===== config.mk =====
export PLATFORM = sky130hd
export DESIGN_NAME = bus_master_if
export DESIGN_NICKNAME = d
export VERILOG_FILES = /design/src/rtl/bus_master_if.sv
export SDC_FILE = /design/constraint.sdc
export NUM_CORES = 1
export LEC_CHECK = 0
export CAP_MARGIN = 20
export CORE_AREA = 2 2 104 106
export CTS_CLUSTER_SIZE = 40
export DETAILED_ROUTE_END_ITERATION = 8
export DIE_AREA = 0 0 106 108
export PLACE_DENSITY = 0.81
export SLEW_MARGIN = 25
export SYNTH_ARGS = -nofsm -noshare
export SYNTH_HDL_FRONTEND = slang
export SYNTH_SLANG_ARGS = --single-unit
export TNS_END_PERCENT = 50

===== constraint.sdc =====
create_clock -name clk -period 2.2 [get_ports clk]
set_clock_uncertainty 0.2 [all_clocks]
set_input_delay 0.44 -clock clk [delete_from_list [all_inputs] [get_ports clk]]
set_output_delay 0.44 -clock clk [all_outputs]
set_load 0.05 [all_outputs]

===== src/rtl/bus_master_if.sv =====
// Bus-master front end: turns one-shot core commands into an arbitrated req/grant bus access.
// Latency: at least 3 cycles from core_req to core_done; each grant-wait or ready-wait cycle adds one.
// Backpressure: commands are accepted only in IDLE (core_busy low) and are dropped otherwise; there is no queue.
// Optional feature macro: BUS_MASTER_TIMEOUT_EN bounds the access phase to TIMEOUT_CYCLES and reports core_err.
module bus_master_if #(
    parameter int ADDR_W         = 30,
    parameter int DATA_W         = 32,
    parameter int TIMEOUT_CYCLES = 255
) (
    input  logic              clk,
    input  logic              reset,
    input  logic              core_req,
    input  logic              core_rw,
    input  logic [ADDR_W-1:0] core_addr,
    input  logic [DATA_W-1:0] core_wr_data,
    output logic [DATA_W-1:0] core_rd_data,
    output logic              core_busy,
    output logic              core_done,
    output logic              core_err,
    output logic              bus_req_n,
    input  logic              bus_grnt_n,
    output logic              bus_as_n,
    output logic              bus_rw,
    output logic [ADDR_W-1:0] bus_addr,
    output logic [DATA_W-1:0] bus_wr_data,
    input  logic [DATA_W-1:0] bus_rd_data,
    input  logic              bus_rdy_n
);

    typedef enum logic [1:0] {
        ST_IDLE   = 2'd0,
        ST_REQ    = 2'd1,
        ST_ACCESS = 2'd2,
        ST_WAIT   = 2'd3
    } state_t;

    state_t            state_q, state_d;
    logic              bus_req_n_q, bus_req_n_d;
    logic              bus_as_n_q, bus_as_n_d;
    logic              bus_rw_q, bus_rw_d;
    logic [ADDR_W-1:0] bus_addr_q, bus_addr_d;
    logic [DATA_W-1:0] bus_wr_data_q, bus_wr_data_d;
    logic [DATA_W-1:0] core_rd_data_q, core_rd_data_d;
    logic              core_busy_q, core_busy_d;
    logic              core_done_q, core_done_d;
    logic              core_err_q, core_err_d;
    logic              timeout_hit;

`ifdef BUS_MASTER_TIMEOUT_EN
    localparam int                CNT_W    = $clog2(TIMEOUT_CYCLES + 1);
    localparam logic [CNT_W-1:0] CNT_LAST = CNT_W'(TIMEOUT_CYCLES - 1);

    logic [CNT_W-1:0] cnt_q, cnt_d;

    // Access-phase cycle counter: zeroed as ACCESS is entered, counts every ACCESS/WAIT cycle.
    always_comb begin
        cnt_d = cnt_q;
        if (state_q == ST_REQ && !bus_grnt_n) begin
            cnt_d = '0;
        end else if (state_q == ST_ACCESS || state_q == ST_WAIT) begin
            cnt_d = cnt_q + CNT_W'(1);
        end
    end

    // Counter register.
    always_ff @(posedge clk or negedge reset) begin
        if (!reset) begin
            cnt_q <= '0;
        end else begin
            cnt_q <= cnt_d;
        end
    end

    // This cycle is the last one allowed in the access phase.
    assign timeout_hit = (state_q == ST_ACCESS || state_q == ST_WAIT) && (cnt_q == CNT_LAST);
`else
    assign timeout_hit = 1'b0;
`endif

    // Next-state and registered-output logic for the req/grant/strobe/ready handshake.
    always_comb begin
        state_d        = state_q;
        bus_req_n_d    = bus_req_n_q;
        bus_as_n_d     = bus_as_n_q;
        bus_rw_d       = bus_rw_q;
        bus_addr_d     = bus_addr_q;
        bus_wr_data_d  = bus_wr_data_q;
        core_rd_data_d = core_rd_data_q;
        core_done_d    = 1'b0;
        core_err_d     = 1'b0;

        case (state_q)
            ST_IDLE: begin
                if (core_req) begin
                    bus_rw_d      = core_rw;
                    bus_addr_d    = core_addr;
                    bus_wr_data_d = core_wr_data;
                    bus_req_n_d   = 1'b0;
                    state_d       = ST_REQ;
                end
            end
            ST_REQ: begin
                if (!bus_grnt_n) begin
                    bus_as_n_d = 1'b0;
                    state_d    = ST_ACCESS;
                end
            end
            ST_ACCESS, ST_WAIT: begin
                // Strobe is a single-cycle pulse; grant is no longer looked at.
                bus_as_n_d = 1'b1;
                if (!bus_rdy_n) begin
                    if (bus_rw_q) begin
                        core_rd_data_d = bus_rd_data;
                    end
                    core_done_d = 1'b1;
                    bus_req_n_d = 1'b1;
                    state_d     = ST_IDLE;
                end else if (timeout_hit) begin
                    if (bus_rw_q) begin
                        core_rd_data_d = '0;
                    end
                    core_done_d = 1'b1;
                    core_err_d  = 1'b1;
                    bus_req_n_d = 1'b1;
                    state_d     = ST_IDLE;
                end else begin
                    state_d = ST_WAIT;
                end
            end
            default: begin
                state_d = ST_IDLE;
            end
        endcase

        core_busy_d = (state_d != ST_IDLE);
    end

    // State and output registers; reset aborts any transaction without a completion pulse.
    always_ff @(posedge clk or negedge reset) begin
        if (!reset) begin
            state_q        <= ST_IDLE;
            bus_req_n_q    <= 1'b1;
            bus_as_n_q     <= 1'b1;
            bus_rw_q       <= 1'b1;
            bus_addr_q     <= '0;
            bus_wr_data_q  <= '0;
            core_rd_data_q <= '0;
            core_busy_q    <= 1'b0;
            core_done_q    <= 1'b0;
            core_err_q     <= 1'b0;
        end else begin
            state_q        <= state_d;
            bus_req_n_q    <= bus_req_n_d;
            bus_as_n_q     <= bus_as_n_d;
            bus_rw_q       <= bus_rw_d;
            bus_addr_q     <= bus_addr_d;
            bus_wr_data_q  <= bus_wr_data_d;
            core_rd_data_q <= core_rd_data_d;
            core_busy_q    <= core_busy_d;
            core_done_q    <= core_done_d;
            core_err_q     <= core_err_d;
        end
    end

    assign bus_req_n    = bus_req_n_q;
    assign bus_as_n     = bus_as_n_q;
    assign bus_rw       = bus_rw_q;
    assign bus_addr     = bus_addr_q;
    assign bus_wr_data  = bus_wr_data_q;
    assign core_rd_data = core_rd_data_q;
    assign core_busy    = core_busy_q;
    assign core_done    = core_done_q;
    assign core_err     = core_err_q;

endmodule


## Yosys cells after proc, flatten, opt, wreduce, memory -nomap -nowiden

Cells that the tools add are included.

- Bitwise operators: 1
- Reduce and logical (&&, ||, !) cells: 9
- Multiplexer cells: 11
- Eq/ne operators: 6

Operators with widths:

| operator | number |
|---|---|
| $mux W2 | 3 |
| $ne A2 B2 Y1 const B | 3 |
| $pmux W2 S3 | 1 |
| $reduce_and A3 Y1 | 2 |
| $reduce_bool A2 Y1 | 3 |
| $mux W1 | 5 |
| $eq A2 B2 Y1 const B | 2 |
| $pmux W1 S2 | 2 |
| $reduce_and A2 Y1 | 2 |
| $eq A2 B1 Y1 const B | 1 |
| $logic_not A2 Y1 | 1 |
| $reduce_or A2 Y1 | 1 |
| $not A1 Y1 | 1 |

- Output and inout port bits: 100
- Bits of input ports: 100
- Logic and storage cells: 36
- Register bits: 101

## Logic depth before layout (Yosys ltp)

Gate-level depths: netlist of the first run.

- Word-level depth: 4
- Gate-level depth with buffers: 5
- Gate-level depth less buffers: 2

## Least setup slack after synthesis of the first run

Ideal clock, no wire load.

- Path type: register to register
- Start point: register bus_rw_q (netlist: bus_rw)
- End point: register core_rd_data_q[10] (netlist: core_rd_data[10])
- Data required time: 1,875 ps
- Setup time: 125 ps
- Stages on the path, launching flop included: 4
- Setup slack: 567 ps
- Period minus slack after synthesis: 1,633 ps
- Path buffers: 1
- Data arrival time: 1,308 ps
- Path through: dfstp_2 -> nand3b_2 -> buf_2 -> mux2_2

- Longest elaborated chain between the ends: 1

RTL lines:

| item | RTL line | text |
|---|---|---|
| start, declared | 40 | `logic bus_rw_q, bus_rw_d;` |
| start signal, assigned | 155 | `bus_rw_q <= bus_rw_d;` |
| $reduce_and A3 Y1 (no source line) | n/a |  |
| end signal, assigned | 158 | `core_rd_data_q <= core_rd_data_d;` |
| end, declared | 43 | `logic [DATA_W-1:0] core_rd_data_q, core_rd_data_d;` |

Every way passes these cells.
A chain may end at the register's enable or synchronous reset.

## Final worst setup path of the first run

- Start point: register core_rd_data_q[2] (netlist: core_rd_data[2])
- End point: output core_rd_data[2]

RTL lines:

| item | RTL line | text |
|---|---|---|
| end, declared | 16 | `output logic [DATA_W-1:0] core_rd_data,` |

No word-level cell between the ends.

==> results.toml, run 1 <==
[outcome]
status = "completed"

[setup_path]
crit_buf_inv = 1
end_kind = "primary output"
startpoint_type = "register"
required_ns = 1.56
crit_path_top_delay_cell = "clkdlybuf4s50_1"
critical-path-top-delay-family = "buffers and inverters"
path_cells = "clkdlybuf4s50_1"
path_max_fanout = 2
cp_data_arrival_time_ns = 1.52
worst_path_largest_cell_delay_ns = 0.80
critPathKind = "reg -> out"

[drt]
first_pass_iters = 4
vias = 2603
via_per_inst = 4.53
drt-total-wl_um = 9750
drt_iter0_drc = 69
top_layer_used = "met4"
wl_per_cell_um = 17.0
drt.antenna.violating_nets = 0
drc = 0
wl_met2_um = 4940
route.met3.wl_um = 809
drt-met1-wl_um = 3920

[pwr]
power.density_nw_per_um2 = 1810
clockPowerShare_pct = 11.7
switching_share_pct = 46.3
p_comb_share_pct = 60.2
p_int_w = 0.00640
ir_worst_vdd_mv = 1.03
p_leak_nw = 3.41
seqPwrFrac_pct = 28.0
power_switching_w = 0.00551

[timing]
worst_pin_slew_ns = 0.540
final-max-slew-violation-count = 0
setup_tns_ns = 0
period_share_pct = 98.1
period_needed_ns = 2.16
slew-limit-headroom_pct = 63.9
finalSetupViolations = 0
finalHoldViolCount = 0
fmax_mhz = 463

[run]
cap_violations = 0

[logic_synthesis]
synth_xor_xnor_area_share_pct = 0
synth_seq_cells = 101
synth.area.mux_share_pct = 31.7
syn_nets = 322
seq_area_frac_synth_pct = 62.1
synth-warning-count = 0
synth.distinct_cells = 20
synthAdderAreaFrac_pct = 0
netlist_instances = 222
synth_simple_gate_area_share_pct = 1.35
synth_top_family_by_area = "multiplexers"
synth_area_um2 = 4080
synth_compound_area_share_pct = 0.798
synth_area_per_cell_um2 = 18.4

[placed_design]
io_buffer_count = 198
hpwl_um = 7330
globalplace.congestion = 0.690
dp.cells = 558

[die]
pin_count = 200
die_area_um2 = 11400
coreArea_um2 = 10200
die_h_um = 108
chipWidth_um = 106
rows = 37
start_util_pct = 39.9

[cells_and_area]
drive_gt1_share_pct = 31.9
final_cell_mix = "clkdlybuf4s50_1 (104), dfrtp_1 (98), mux2_4 (59), dlymetal6s2s_1 (56), mux2_2 (36)"
synthToLayoutAreaGrowth_pct = 61.4
fin_nets = 534
fin_cells = 575
final_common_cell = "clkdlybuf4s50_1"
fill_cells = 750
diodes = 0

[grt]
grt_pass1_wl_um = 14800
antenna_found_initial = 0
overflow = 0
grt_max_degree = 37
grt_pass1_vias = 2863
grt_usage_pct = 16.8

[clock_tree]
clock-root-buffer = "clkbuf_8"
cts_sinks = 101
h-tree-depth = 3
max-clock-path-buffers = 2
clock_latency_ns = 0.35
numCtsBuffers = 9
cts_tree = "yes"
cts.clk_slew.worst_paths_ns = 0.09

[min_path]
hold_path.class = "reg -> reg"
## state kept, by name (all words and copies together) (netlist names)
name,count
bus_addr,30
core_busy,1
bus_wr_data,32
core_done,1
state_q,2
core_rd_data,32
bus_as_n,1
bus_rw,1
bus_req_n,1
## cells by family after synthesis
group           after synthesis
buf+inv                      12
other cells                   1
simple gates                  8
mux                          95
compound gates                5
flops                       101
## layer usage
layer | global-route usage [%] | vias up
met1 | 19.6 | 1286
met2 | 28.8 | 116
li1 | - | 1192
met3 | 6.63 | 9
met4 | 4.89 | 0
met5 | 0 | -
## cell usage after synthesis, drive strengths merged
| master | instances | share of area, % |
|---|---|---|
| nor2b | 1 | 0.15 |
| dfrtp | 98 | 60 |
| conb | 1 | 0.092 |
| dfstp | 3 | 1.9 |
| mux2 | 95 | 32 |
| nand2b | 2 | 0.31 |
| o21ai | 1 | 0.12 |
| buf | 12 | 4.0 |
| a21oi | 2 | 0.25 |
| o21ba | 1 | 0.25 |
| nand2 | 1 | 0.092 |
| nor3b | 1 | 0.31 |
| nor3 | 1 | 0.12 |
| a21o | 1 | 0.18 |
| nand3b | 1 | 0.28 |
| nor2 | 1 | 0.092 |
## power groups by stage
stage	logic, W	clock network [W]	registers (W)
2_1_floorplan	0.00182	0	0.00660
3_3_place_gp	0.00734	0	0.00335
3_5_place_dp	0.00745	0	0.00339
4_1_cts	0.00728	0.00144	0.00337
5_1_grt	0.00743	0.00150	0.00347
6_report	0.00717	0.00140	0.00334
## path summary, 6_finish.rpt
| kind | cells after the start | slack, ns | startpoint | to |
|---|---|---|---|---|
| max | 1 | 0.04 | core_rd_data[2]$_DFFE_PN0P_ | core_rd_data[2] |
| min | 1 | 0.31 | core_rd_data[20]$_DFFE_PN0P_ | core_rd_data[20]$_DFFE_PN0P_ |
| max reg2reg | 4 | 0.48 | state_q[0]$_DFF_PN0_ | bus_addr[28]$_DFFE_PN0P_ |
| min reg2reg | 1 | 0.31 | core_rd_data[20]$_DFFE_PN0P_ | core_rd_data[20]$_DFFE_PN0P_ |
| max in group asynchronous | 3 | 0.73 | reset | core_rd_data[9]$_DFFE_PN0P_ |
| min in group asynchronous | 2 | 0.38 | reset | bus_addr[23]$_DFFE_PN0P_ |
## stage by stage
stage	total power [W]	setup WS [ns]	hold WS [ns]	area, um2	utilization, %
after floorplan	0.00841	0.567	-0.0556	4080	-
after global placement	0.0107	0.0431	0.229	6220	60.8
after detailed placement	0.0108	0.0114	0.233	6220	60.8
after CTS	0.0121	0.000102	0.314	6440	63.0
after global routing	0.0124	-0.00163	0.323	6580	64.4
final	0.0119	0.0425	0.307	6580	64.4
## what timing repair did
item	CTS	global route
buffers inserted	0	0
hold endpoints to repair	31	0
resized for setup	27	56
setup endpoints to repair	27	56
hold buffers	1	0
## cell type report
cell class | instances | area (um2) | area share (%)
Sequential cell | 101 | 2530 | 38.4
Timing Repair Buffer | 213 | 2250 | 34.2
Multi-Input combinational cell | 109 | 1390 | 21.1
Tap cell | 136 | 170 | 2.58
Clock buffer | 12 | 145 | 2.20
Clock inverter | 4 | 97.6 | 1.48
(Power assumes the default switching activity.)
==> run 2, diff against run 1 <==
==> constraint.sdc (replaced) <==
create_clock -name clk -period 2.2 [get_ports clk]
set_clock_uncertainty 0.2 [all_clocks]
set_input_delay 0.66 -clock clk [delete_from_list [all_inputs] [get_ports clk]]
set_output_delay 0.66 -clock clk [all_outputs]
set_load 0.05 [all_outputs]
==> run 2 against run 1 <==
  * Count of clock-buffer cells in the layout is 2 lower
  * Cell area is 4.9% lower
  * Worst setup slack better by 0.17 ns
  * Non-clock buffer count is 2 higher
  * Fmax is 8.5% higher
  * Global-route usage hardly changed
  * Routed wire length is 3.8% lower
  * Via count is 0.58% higher
  * Core utilization is 3.2 points lower
  * Flip-flop and latch count stayed put
  * First-iteration DRC count is 17% lower
  * Critical path depth is 4 higher
  * Critical endpoint is now bus_addr[23]$_DFFE_PN0P_
==> results.toml, run 2 (same netlist as run 1, synthesis figures left out) <==
[clock_tree]
cts_tree = "yes"
h-tree-depth = 3
postCtsSetupBuffers = 0
numCtsBuffers = 9
cts_sinks = 101
cts.clk_slew.worst_paths_ns = 0.09
clock_latency_ns = 0.35
max-clock-path-buffers = 2
clock-root-buffer = "clkbuf_8"

[cells_and_area]
final_cell_mix = "buf_4 (106), dfrtp_1 (98), clkdlybuf4s50_1 (98), mux2_4 (59), mux2_2 (36)"
fin_nets = 536
final_common_cell = "buf_4"
synthToLayoutAreaGrowth_pct = 53.5
drive_gt1_share_pct = 52.8
diodes = 0

[setup_path]
path_cells = "clkdlybuf4s50_1 -> nor3b_4 -> buf_12 -> buf_4 -> mux2_4"
rrSetupSlack_ns = 0.52
cp-endpoint = "bus_addr[23]$_DFFE_PN0P_"
rr_endpoint = "bus_addr[23]$_DFFE_PN0P_"
end_kind = "register"
crit_start = "core_req"
cp_data_arrival_time_ns = 2.03
r2r-start = "state_q[0]$_DFF_PN0_"
critPathKind = "in -> reg"
ff2ff_path_depth = 4
worst_path_largest_cell_delay_ns = 0.48
required_ns = 2.24
startpoint_type = "input port"
path_max_fanout = 13
crit_path_top_delay_cell = "clkdlybuf4s50_1"

[die]
rows = 37
die_h_um = 108
start_util_pct = 39.9
chipWidth_um = 106
coreArea_um2 = 10200
die_area_um2 = 11400
pin_count = 200

[timing]
period_share_pct = 90.4
finalHoldViolCount = 0
finalSetupViolations = 0
fmax_mhz = 503
rsz0062_at_grt = "false"
holdWs_ns = 0.313
period_needed_ns = 1.99
final-max-slew-violation-count = 0

[drt]
drc = 0
wl_per_cell_um = 16.3
vias = 2618
drt-total-wl_um = 9380
drt.antenna.violating_nets = 0
first_pass_iters = 4
via_per_inst = 4.54
drt_iter0_drc = 57

[placed_design]
io_buffer_count = 198
hpwl_um = 7110
globalplace.congestion = 0.698

[grt]
grt_usage_pct = 16.8
grt_max_degree = 45
grt_pass1_vias = 2894
antenna_found_initial = 0
overflow = 0
grt_pass1_wl_um = 14800

[outcome]
status = "completed"

[min_path]
hold_path.class = "reg -> reg"

[run]
cap_violations = 0
run 2: worst min path at each step:
stage	from	to	slack [ns]	depth (start not counted)
global route	core_rd_data[7]$_DFFE_PN0P_	core_rd_data[7]$_DFFE_PN0P_	0.33	1
detailed placement	bus_addr[20]$_DFFE_PN0P_	bus_addr[20]$_DFFE_PN0P_	0.29	1
CTS	core_rd_data[12]$_DFFE_PN0P_	core_rd_data[12]$_DFFE_PN0P_	0.32	1
floorplan	reset	bus_addr[0]$_DFFE_PN0P_	0.16	0
finish	core_rd_data[20]$_DFFE_PN0P_	core_rd_data[20]$_DFFE_PN0P_	0.31	1
global placement	core_rd_data[2]$_DFFE_PN0P_	core_rd_data[2]$_DFFE_PN0P_	0.29	1
run 2: area by class of cell:
cell class / count / area [um2]
clock buffer: 10 / 138
clock inverter: 6 / 45.0
fill: 793 / 3970
multi-input combinational: 109 / 1390
sequential: 101 / 2530
tap: 136 / 170
timing repair buffer: 215 / 1990
run 2: stage by stage:
stage / cells / area (um2) / setup slack, ns / setup TNS, ns / util, %
final: 577 / 6260 / 0.212 / 0 / 61.2
after CTS: 577 / 6260 / 0.216 / 0 / 61.2
after global placement: 560 / 6070 / -0.143 / -7.60 / 59.3
after floorplan: 222 / 4080 / 0.415 / 0 / -
after global routing: 577 / 6260 / 0.181 / 0 / 61.2
after detailed placement: 560 / 6070 / -0.176 / -9.05 / 59.3
run 2: what timing repair did:
item | 4_1_cts | 5_1_grt
hold buffers | 1 | 0
endpoints found under the hold margin | 14 | 0
gates resized for setup | 0 | 0
run 2: per-layer routing:
metal	part of all wire (%)	routed length, um	track usage, %
met5	0	0	0
met4	1.2	112	5.17
met3	7.5	703	5.97
met2	51	4810	29.0
met1	40	3750	19.7
run 2: critical path: cells and delay by family:
kind / cells / cell delay [ns]
buffers and inverters: 3 / 0.83
muxes: 1 / 0.31
and+or+nand+nor: 1 / 0.22
Power of run 2 is left out: the tool's default activity adds up to more than one toggle a clock period on the data nets, which glitch-free logic cannot reach.
==> run 3, diff against run 2 <==
Settings changed: ABC_CLOCK_PERIOD_IN_PS set to 2200, CTS_BUF_LIST set to sky130_fd_sc_hd__clkbuf_16.
==> run 3 against run 2 <==
  * Die area stayed put
  * Critical path depth unchanged
  * Flip-flop and latch count unchanged
  * Routed wire length rose by 0.37%
  * Critical path type unchanged
==> results.toml, run 3 (same netlist as run 1, synthesis figures left out) <==
[grt]
grt_usage_pct = 16.8
met3_usage_pct = 5.79
busiest_layer = "met2"
grt_pass1_vias = 2884
grt_use_met2_pct = 28.9
antenna_found_initial = 0
grt_pass1_wl_um = 14700
overflow = 0
use_met1_pct = 20.2
grt_max_degree = 45

[setup_path]
crit_path_top_delay_cell = "clkdlybuf4s50_1"
required_ns = 2.21
startpoint_type = "input port"
path_max_fanout = 13
end_kind = "register"
critPathKind = "in -> reg"
cp_data_arrival_time_ns = 2.03
worst_path_largest_cell_delay_ns = 0.48
path_cells = "clkdlybuf4s50_1 -> nor3b_4 -> buf_12 -> buf_4 -> mux2_4"
crit_buf_inv = 3
critical-path-top-delay-family = "buffers and inverters"

[cells_and_area]
multi_input_area_um2 = 1390
final_cell_mix = "buf_4 (106), dfrtp_1 (98), clkdlybuf4s50_1 (98), mux2_4 (59), mux2_2 (36)"
synthToLayoutAreaGrowth_pct = 55.7
diodes = 0
fill_cells = 789
final_common_cell = "buf_4"
drive_gt1_share_pct = 52.6
design_area_um2 = 6350
seq_area_um2 = 2530
fin_util_pct = 62.1
fin_nets = 536

[clock_tree]
cts_resized = 0
cts_sinks = 101
h-tree-depth = 3
max-clock-path-buffers = 2
clock-root-buffer = "clkbuf_16"
numCtsBuffers = 9
clock_latency_ns = 0.33
cts_tree = "yes"
cts.clk_slew.worst_paths_ns = 0.07

[timing]
finalHoldViolCount = 0
fmax_mhz = 495
final-max-slew-violation-count = 0
finalSetupViolations = 0
period_needed_ns = 2.02
period_share_pct = 91.8
rsz0062_at_grt = "false"

[placed_design]
globalplace.congestion = 0.698
hpwl_um = 7110
placed_area_um2 = 6070
io_buffer_count = 198

[drt]
drt_iter0_drc = 66
drc = 0
drt-total-wl_um = 9410
wl_per_cell_um = 16.3
via_per_inst = 4.54
first_pass_iters = 4
drt.antenna.violating_nets = 0
vias = 2619

[min_path]
hold_path.class = "reg -> reg"

[die]
rows = 37
chipWidth_um = 106
pin_count = 200
die_h_um = 108
start_util_pct = 39.9
die_area_um2 = 11400
coreArea_um2 = 10200

[outcome]
status = "completed"

[run]
cap_violations = 0
[run 3: cell types whose count changed in the layout (fill, tap and decap cells not counted)]
cell / previous run / this run
clkbuf_8: 10 / 0
clkbuf_16: 0 / 9
clkinv_1: 0 / 1
[run 3: path summary, 6_finish.rpt]
path | startpoint | endpoint | slack (ns) | cells after the start
worst max-delay path | core_req | bus_addr[23]$_DFFE_PN0P_ | 0.18 | 5
worst max register to register | state_q[0]$_DFF_PN0_ | bus_addr[23]$_DFFE_PN0P_ | 0.52 | 4
worst min register to register | core_rd_data[20]$_DFFE_PN0P_ | core_rd_data[20]$_DFFE_PN0P_ | 0.31 | 1
max in group asynchronous | reset | bus_as_n$_DFFE_PN1P_ | 0.70 | 3
min in group asynchronous | reset | bus_wr_data[0]$_DFFE_PN0P_ | 0.54 | 2
worst min-delay path | core_rd_data[20]$_DFFE_PN0P_ | core_rd_data[20]$_DFFE_PN0P_ | 0.31 | 1
[run 3: stage by stage]
stage	TNS (ns)	setup WS, ns	hold WS, ns	std cells
2_1_floorplan	0	0.415	0.164	222
3_3_place_gp	-7.60	-0.143	0.289	560
3_5_place_dp	-9.05	-0.176	0.293	560
4_1_cts	0	0.182	0.310	577
5_1_grt	0	0.142	0.325	577
6_report	0	0.180	0.308	577
[run 3: metal layers]
metal  vias to the layer above  share of wire (%)
li1                       1197                  -
met1                      1303                 41
met2                       115                 51
met3                         4                7.4
met4                         0               0.44
met5                         -                  0
[run 3: final cells by class]
cell class	instances	share of cell area, %
Clock buffer	9	3.55
Tap cell	136	2.68
Multi-Input combinational cell	109	21.9
Sequential cell	101	39.9
Timing Repair Buffer	215	31.3
Clock inverter	7	0.768
[run 3: timing repair]
action | CTS | global route
buffers inserted | 0 | 0
endpoints found under the hold margin | 14 | 0
hold buffers | 1 | 0
Power of run 3 is left out for the same reason.
